`config.mk`:
```
export PLATFORM = sky130hd
export DESIGN_NAME = stopwatch_ctrl_flat
export DESIGN_NICKNAME = d
export VERILOG_FILES = /design/src/rtl/stopwatch_ctrl_if.sv /design/src/rtl/stopwatch_ctrl.sv /design/src/flat_wrapper.sv
export SDC_FILE = /design/constraint.sdc
export NUM_CORES = 1
export LEC_CHECK = 0
export CAP_MARGIN = 20
export CORE_AREA = 2 2 53 60
export DETAILED_ROUTE_END_ITERATION = 8
export DIE_AREA = 0 0 55 62
export DONT_BUFFER_PORTS = 1
export REMOVE_ABC_BUFFERS = 1
export SLEW_MARGIN = 20
export SYNTH_ARGS = -nofsm -noshare
export SYNTH_HDL_FRONTEND = slang
export SYNTH_SLANG_ARGS = --single-unit
```
`constraint.sdc`:
```
create_clock -name clk -period 3.4 [get_ports clk]
set_clock_uncertainty 0.15 [all_clocks]
set_input_delay 0.68 -clock clk [delete_from_list [all_inputs] [get_ports clk]]
set_output_delay 0.68 -clock clk [all_outputs]
set_load 0.02 [all_outputs]
```
`src/rtl/stopwatch_ctrl_if.sv`:
```
// ---------------------------------------------------------------------------
// stopwatch_ctrl_if
// Purpose : bundles the signals between the debounced button logic / digit
//           chain and the stopwatch run/pause/clear sequencer.
// Signals :
//   btn_start, btn_clear, btn_lap : single-cycle button pulses (to controller)
//   dir_down                      : requested count direction (1 = down)
//   digits_zero                   : digit chain reports all digits == 0
//   cnt_tick, cnt_rst             : one-cycle pulses to the digit chain
//   cnt_down                      : latched direction to every digit
//   lap_hold, running, expired    : status flags
//   state                         : FSM state code (debug / display)
//
// Handshake semantics: there is no valid/ready pair. Every button input is a
// self-qualifying pulse, acted on in the single cycle it is high; every output
// is registered and valid on every cycle after reset, with cnt_tick, cnt_rst
// (and expired in auto-reload builds) being one-cycle event pulses that the
// consumer must take in that cycle, as it can never stall the controller.
// Modports: master = button logic / chain side, slave = the controller.
// ---------------------------------------------------------------------------
interface stopwatch_ctrl_if;
    logic       btn_start;
    logic       btn_clear;
    logic       btn_lap;
    logic       dir_down;
    logic       digits_zero;
    logic       cnt_tick;
    logic       cnt_rst;
    logic       cnt_down;
    logic       lap_hold;
    logic       running;
    logic       expired;
    logic [1:0] state;

    modport master (
        output btn_start, btn_clear, btn_lap, dir_down, digits_zero,
        input  cnt_tick, cnt_rst, cnt_down, lap_hold, running, expired, state
    );

    modport slave (
        input  btn_start, btn_clear, btn_lap, dir_down, digits_zero,
        output cnt_tick, cnt_rst, cnt_down, lap_hold, running, expired, state
    );
endinterface

```
`src/rtl/stopwatch_ctrl.sv`:
```
// ---------------------------------------------------------------------------
// stopwatch_ctrl
// Purpose : run/pause/clear sequencer for the stopwatch decade-counter chain.
//           Turns button pulses into count ticks, a chain reset pulse and a
//           latched count direction; provides lap freeze and countdown expiry.
// Ports   :
//   clk  - system clock
//   rst  - synchronous active-high reset
//   sw   - stopwatch_ctrl_if.slave (buttons, direction, digits_zero in;
//          cnt_tick, cnt_rst, cnt_down, lap_hold, running, expired, state out)
// Parameters:
//   TICK_DIV - clk cycles per count tick (>= 2)
//   DIV_W    - divider width, must hold TICK_DIV-1
// Build option:
//   AUTO_RELOAD_EN - when defined, countdown expiry keeps running: the tick is
//   still issued (the chain wraps to its max value) and expired is a one-cycle
//   pulse per expiry; DONE is never entered. Undefined: expiry stops in DONE
//   with a sticky expired flag.
// ---------------------------------------------------------------------------
module stopwatch_ctrl #(
    parameter int TICK_DIV = 100000,
    parameter int DIV_W    = 17
) (
    input  logic clk,
    input  logic rst,
    stopwatch_ctrl_if.slave sw
);

    localparam logic [1:0] S_IDLE  = 2'd0;
    localparam logic [1:0] S_RUN   = 2'd1;
    localparam logic [1:0] S_PAUSE = 2'd2;
    localparam logic [1:0] S_DONE  = 2'd3;

    localparam logic [DIV_W-1:0] DIV_MAX = DIV_W'(TICK_DIV - 1);

    logic [1:0]       state_q,    state_d;
    logic [DIV_W-1:0] div_q,      div_d;
    logic             cnt_tick_q, cnt_tick_d;
    logic             cnt_rst_q,  cnt_rst_d;
    logic             cnt_down_q, cnt_down_d;
    logic             lap_hold_q, lap_hold_d;
    logic             running_q,  running_d;
    logic             expired_q,  expired_d;

    logic wrap;
    logic expire_now;

    // The divider advances on every edge where the FSM was in RUN, including
    // the edge that pauses it; that is why a resume continues one count past
    // the value seen in the last running cycle.
    assign wrap       = (state_q == S_RUN) && (div_q == DIV_MAX);
    assign expire_now = wrap && cnt_down_q && sw.digits_zero;

    always_comb begin
        state_d    = state_q;
        div_d      = div_q;
        cnt_tick_d = 1'b0;
        cnt_rst_d  = 1'b0;
        cnt_down_d = cnt_down_q;
        lap_hold_d = lap_hold_q;
`ifdef AUTO_RELOAD_EN
        expired_d  = 1'b0;
`else
        expired_d  = expired_q;
`endif

        if (sw.btn_clear) begin
            // Clear wins over start and lap arriving in the same cycle.
            state_d    = S_IDLE;
            div_d      = '0;
            lap_hold_d = 1'b0;
            expired_d  = 1'b0;
            cnt_rst_d  = 1'b1;
        end else begin
            case (state_q)
                S_IDLE: begin
                    if (sw.btn_start) begin
                        state_d    = S_RUN;
                        cnt_down_d = sw.dir_down;
                        div_d      = '0;
                    end
                end
                S_RUN: begin
                    div_d = wrap ? '0 : div_q + 1'b1;
`ifdef AUTO_RELOAD_EN
                    // Expiry is only flagged; the tick lets the chain wrap.
                    cnt_tick_d = wrap;
                    if (expire_now) begin
                        expired_d = 1'b1;
                    end
                    if (sw.btn_start) begin
                        state_d = S_PAUSE;
                    end
`else
                    // Expiry beats a simultaneous pause: the run has ended.
                    if (expire_now) begin
                        state_d   = S_DONE;
                        expired_d = 1'b1;
                    end else begin
                        cnt_tick_d = wrap;
                        if (sw.btn_start) begin
                            state_d = S_PAUSE;
                        end
                    end
`endif
                end
                S_PAUSE: begin
                    if (sw.btn_start) begin
                        state_d = S_RUN;
                    end
                end
                S_DONE: begin
                    // Only clear leaves DONE (handled above).
                    state_d = S_DONE;
                end
                default: begin
                    state_d = S_IDLE;
                end
            endcase

            if (sw.btn_lap && ((state_q == S_RUN) || (state_q == S_PAUSE))) begin
                lap_hold_d = ~lap_hold_q;
            end
        end

        running_d = (state_d == S_RUN);
    end

    always_ff @(posedge clk) begin
        if (rst) begin
            state_q    <= S_IDLE;
            div_q      <= '0;
            cnt_tick_q <= 1'b0;
            cnt_rst_q  <= 1'b0;
            cnt_down_q <= 1'b0;
            lap_hold_q <= 1'b0;
            running_q  <= 1'b0;
            expired_q  <= 1'b0;
        end else begin
            state_q    <= state_d;
            div_q      <= div_d;
            cnt_tick_q <= cnt_tick_d;
            cnt_rst_q  <= cnt_rst_d;
            cnt_down_q <= cnt_down_d;
            lap_hold_q <= lap_hold_d;
            running_q  <= running_d;
            expired_q  <= expired_d;
        end
    end

    assign sw.cnt_tick = cnt_tick_q;
    assign sw.cnt_rst  = cnt_rst_q;
    assign sw.cnt_down = cnt_down_q;
    assign sw.lap_hold = lap_hold_q;
    assign sw.running  = running_q;
    assign sw.expired  = expired_q;
    assign sw.state    = state_q;

endmodule

```
`src/flat_wrapper.sv`:
```
// flat-port wrapper written by rule: the top's interface ports become plain ports
module stopwatch_ctrl_flat 
#(
    parameter int TICK_DIV = 100000,
    parameter int DIV_W    = 17
)
  (clk, rst, sw_btn_start, sw_btn_clear, sw_btn_lap, sw_dir_down, sw_digits_zero, sw_cnt_tick, sw_cnt_rst, sw_cnt_down, sw_lap_hold, sw_running, sw_expired, sw_state);
  stopwatch_ctrl_if sw_i ();
  input  logic clk;
  input  logic rst;
  input wire logic [$bits(sw_i.btn_start)-1:0] sw_btn_start;
  input wire logic [$bits(sw_i.btn_clear)-1:0] sw_btn_clear;
  input wire logic [$bits(sw_i.btn_lap)-1:0] sw_btn_lap;
  input wire logic [$bits(sw_i.dir_down)-1:0] sw_dir_down;
  input wire logic [$bits(sw_i.digits_zero)-1:0] sw_digits_zero;
  output wire logic [$bits(sw_i.cnt_tick)-1:0] sw_cnt_tick;
  output wire logic [$bits(sw_i.cnt_rst)-1:0] sw_cnt_rst;
  output wire logic [$bits(sw_i.cnt_down)-1:0] sw_cnt_down;
  output wire logic [$bits(sw_i.lap_hold)-1:0] sw_lap_hold;
  output wire logic [$bits(sw_i.running)-1:0] sw_running;
  output wire logic [$bits(sw_i.expired)-1:0] sw_expired;
  output wire logic [$bits(sw_i.state)-1:0] sw_state;
  assign sw_i.btn_start = sw_btn_start;
  assign sw_i.btn_clear = sw_btn_clear;
  assign sw_i.btn_lap = sw_btn_lap;
  assign sw_i.dir_down = sw_dir_down;
  assign sw_i.digits_zero = sw_digits_zero;
  assign sw_cnt_tick = sw_i.cnt_tick;
  assign sw_cnt_rst = sw_i.cnt_rst;
  assign sw_cnt_down = sw_i.cnt_down;
  assign sw_lap_hold = sw_i.lap_hold;
  assign sw_running = sw_i.running;
  assign sw_expired = sw_i.expired;
  assign sw_state = sw_i.state;
  stopwatch_ctrl #(.TICK_DIV(TICK_DIV), .DIV_W(DIV_W)) u_core (.clk(clk), .rst(rst), .sw(sw_i));
endmodule
```
==> results.txt <==
The run finished with clean final reports. Averaged over all synthesized cells, the footprint is 8.45 um^2. In the routed layout, each cell is associated on average with a via count of 6.27.

The fraction of layout cells with a size suffix above 1 came out at 0.0886. The peak clock frequency supported by timing came out at 0.388 GHz. The hold violation total from the final report came out at 0. The clock-pin slew of the registers on the worst-case setup and hold paths came out at 0.14 ns.

The count of maximum capacitance violations is 0. The initialized floorplan defines 21 standard-cell rows. The clock network latency to the later pin of the worst-skew pair came out at 0.33 ns. The growth of design area from synthesis to finish is 3.06%. Once layout is complete, the utilization of the core stands at 0.482. The cell type contributing the most total cell area after synthesis is dfxtp_1. The largest net degree at the start of global routing came out at 24. The critical path required time came out at 3.52 ns.

The slew at the pin with the worst max-slew slack came out at 0.573 ns. The number of pins with negative max-slew slack in the final report came out at 0. The setup TNS came out at 0 ns. The number of different library cells used by synthesis comes to 43. The remaining antenna violation count after routing is 0.

The tightest min-delay check is of the primary input to flip-flop type. The aggregate routed wire length came out at 2850 um. The first-pass GRT wire length is 4440 um. The number of global-route vias before repair came out at 989. Ranked by total cell area, the synthesized netlist is headed by dfxtp_1 37%, nand2_1 5.3%, nand3_1 4.8%. The number of top-level design ports came out at 15. The critical path goes through ha_1 -> mux2i_1 -> or4_4 -> or3_2 -> a21oi_1.

Input and output buffers added on the ports amount to 0. The per-cell routed wire length is 14.8 um. The number of setup buffers added after CTS is 0.

The critical path is of the flip-flop to flip-flop type. The number of nets at the end of the flow came out at 169. The flip-flop and latch count after synthesis is 25. The final clock period utilization by the worst path came out at 0.758.

The overall die width came out at 55 um. The die is 62 um tall. The overflow left after global routing is 0. The count of antenna diodes in the layout is 0. STA classifies the critical path endpoint as a flip-flop. The total power draw came out at 475 uW. After clock tree synthesis, the flow added hold-fix buffers numbering 0. The count of filler cells inserted in the layout came out at 299. The post-placement cell count is 188. The via count is 1,203. Summing every instance area after synthesis gives 1350 um^2. Across the VDD grid, the largest voltage drop is 0.245 mV. The weighted congestion reported at the end of routability-driven placement is 0.832. The placeable core region is 2890 um^2. The full die area came out at 3410 um^2. The detailed-router iteration count before antenna repair is 4. The largest fanout on the critical path came out at 12.

The estimated wirelength of the detail-placed design is 2020 um. After clock tree synthesis, the repair step resized 0 gates. The post-synthesis async set-or-reset flop share is 0. TritonCTS built the clock tree. The root buffer cell chosen for the clock tree is clkbuf_4. The number of antenna violations at the first check in global routing came out at 0.

The number of clock buffers added by TritonCTS is 3. The Yosys warning count came out at 0. The maximum level of the CTS H-tree is 1. Setup repair after global routing left no endpoint under its margin. Measured against its own limit, the worst slew margin works out to 0.618.

Setup violations remaining at the end of the flow were counted as 0. The post-synthesis cell count is 160. The power density over the cells is 341 nW/um^2. The setup slack of the worst register-to-register path came out at 0.82 ns. The finished layout holds 192 standard cells, fillers aside. The largest buffer count on any clock path is 2. The shortest period the worst path allows is 2.58 ns. For this run, design rule violations remaining after detail routing come to 0.

The CTS sink count is 25. The slowest stage of the critical path is the or4_4 cell. In this run, the number of DRC markers left after iteration 0 of detailed routing was 38.

The proportion of synthesized chip area in sequential cells is 0.370. The final worst slack came out at 0.824 ns. The worst slack at placement is 0.827 ns. The delay of the slowest critical-path stage is 0.59 ns. The number of synthesized flops with an enable pin is 0. For the worst setup path, the data arrival time is 2.69 ns.

The analysis attributes to cell leakage a power of 0.000400 uW. The category of the worst setup path launch point is a flip-flop. The top flip-flop cell by instance count after synthesis is dfxtp_1. For this run, the total global-route usage over all layers was measured as 0.179. The area fraction of the dominant cell type after synthesis is 0.370. For this configuration, the core starts out at a cell density of 0.468.
## layer usage
| metal | GRT usage | wire, um | vias to the layer above | part of all wire |
|---|---|---|---|---|
| met3 | 0.0287 | 149 | 4 | 0.052 |
| met4 | 0.0627 | 40 | 0 | 0.014 |
| met1 | 0.239 | 1330 | 557 | 0.47 |
| met5 | 0 | 0 | - | 0 |
| li1 | - | - | 609 | - |
| met2 | 0.293 | 1330 | 33 | 0.47 |
## logic make-up after synthesis
kind of cell	after synthesis	share of synthesized area
muxes	3	0.0231
buffers and inverters	11	0.0379
DFF	25	0.370
adders and majority gates	3	0.0278
xor gates and xnor gates	2	0.0130
AOI/OAI and AO/OA	33	0.171
and+or+nand+nor	83	0.357
## cell usage after synthesis, drive strengths merged, types with 4 or more instances
library cell,count
dfxtp,25
nand2,19
nand3,13
nor2,13
a31oi,10
or4,10
a21oi,8
or3,6
clkbuf,5
nand4,5
o21ai,5
inv,4
nor4,4
## worst max-delay path: cells and delay by family, from the launching register on
kind                       cells  cell delay [ns]
adders and majority gates      1             0.48
and+or+nand+nor                2             1.01
muxes                          1             0.17
AOI/OAI and AO/OA              1             0.15
DFF                            1             0.55
## through the flow
step	hold slack, ns	instance area (um^2)
4_1_cts	0.235	1390
2_1_floorplan	0.299	1320
3_5_place_dp	0.325	1370
6_report	0.248	1390
3_3_place_gp	0.312	1370
5_1_grt	0.213	1390
## flip-flops by register name, summed over array words and instances, names as in the netlist
signal	cells
u_core.sw.cnt_rst	1
u_core.sw.cnt_down	1
u_core.sw.running	1
u_core.sw.expired	1
u_core.sw.lap_hold	1
u_core.sw.cnt_tick	1
u_core.div_q	17
u_core.sw.state	2
## path summary, 6_finish.rpt
kind | depth (start not counted) | endpoint | start
hold reg to reg | 2 | u_core.div_q[1]$_SDFFE_PP0P_ | u_core.div_q[1]$_SDFFE_PP0P_
setup reg to reg | 5 | u_core.div_q[11]$_SDFFE_PP0P_ | u_core.sw.state[0]$_SDFF_PP0_
hold / removal | 1 | u_core.sw.cnt_down$_SDFFE_PP0P_ | rst
setup / recovery | 5 | u_core.div_q[11]$_SDFFE_PP0P_ | u_core.sw.state[0]$_SDFF_PP0_
## where the power goes
part | internal (uW) | switching (uW) | leakage [uW]
clock network | 44.2 | 94.5 | 0.0000177
registers | 296 | 5.80 | 0.000202
logic | 11.7 | 23.1 | 0.000180
total | 352 | 123 | 0.000400
## placed cells by master, fill, tap and decap left out, types with 2 or more instances in the layout
cell type / n
or4_1: 8
or4_4: 2
nor2_1: 13
nor4_1: 4
o21ai_0: 5
mux2i_1: 2
a21oi_1: 8
a31oi_1: 10
a41oi_1: 2
clkbuf_4: 3
dfxtp_1: 25
inv_1: 4
o31ai_1: 2
nand3_1: 13
or3_1: 5
or3b_2: 2
ha_1: 3
nand4_1: 4
nand2_1: 19
nand4b_1: 2
## final cells by class
| class | count | area, um^2 | share of cell area |
|---|---|---|---|
| clock buffers | 3 | 22.5 | 0.0162 |
| repair buffers | 1 | 7.51 | 0.00539 |
| multi-input cells | 124 | 800 | 0.574 |
| inverters | 4 | 15.0 | 0.0108 |
| flip-flops and latches | 25 | 500 | 0.359 |
| clock inverters | 1 | 5.00 | 0.00359 |
| well taps | 34 | 42.5 | 0.0305 |
Power figures use the tool's default switching activity.
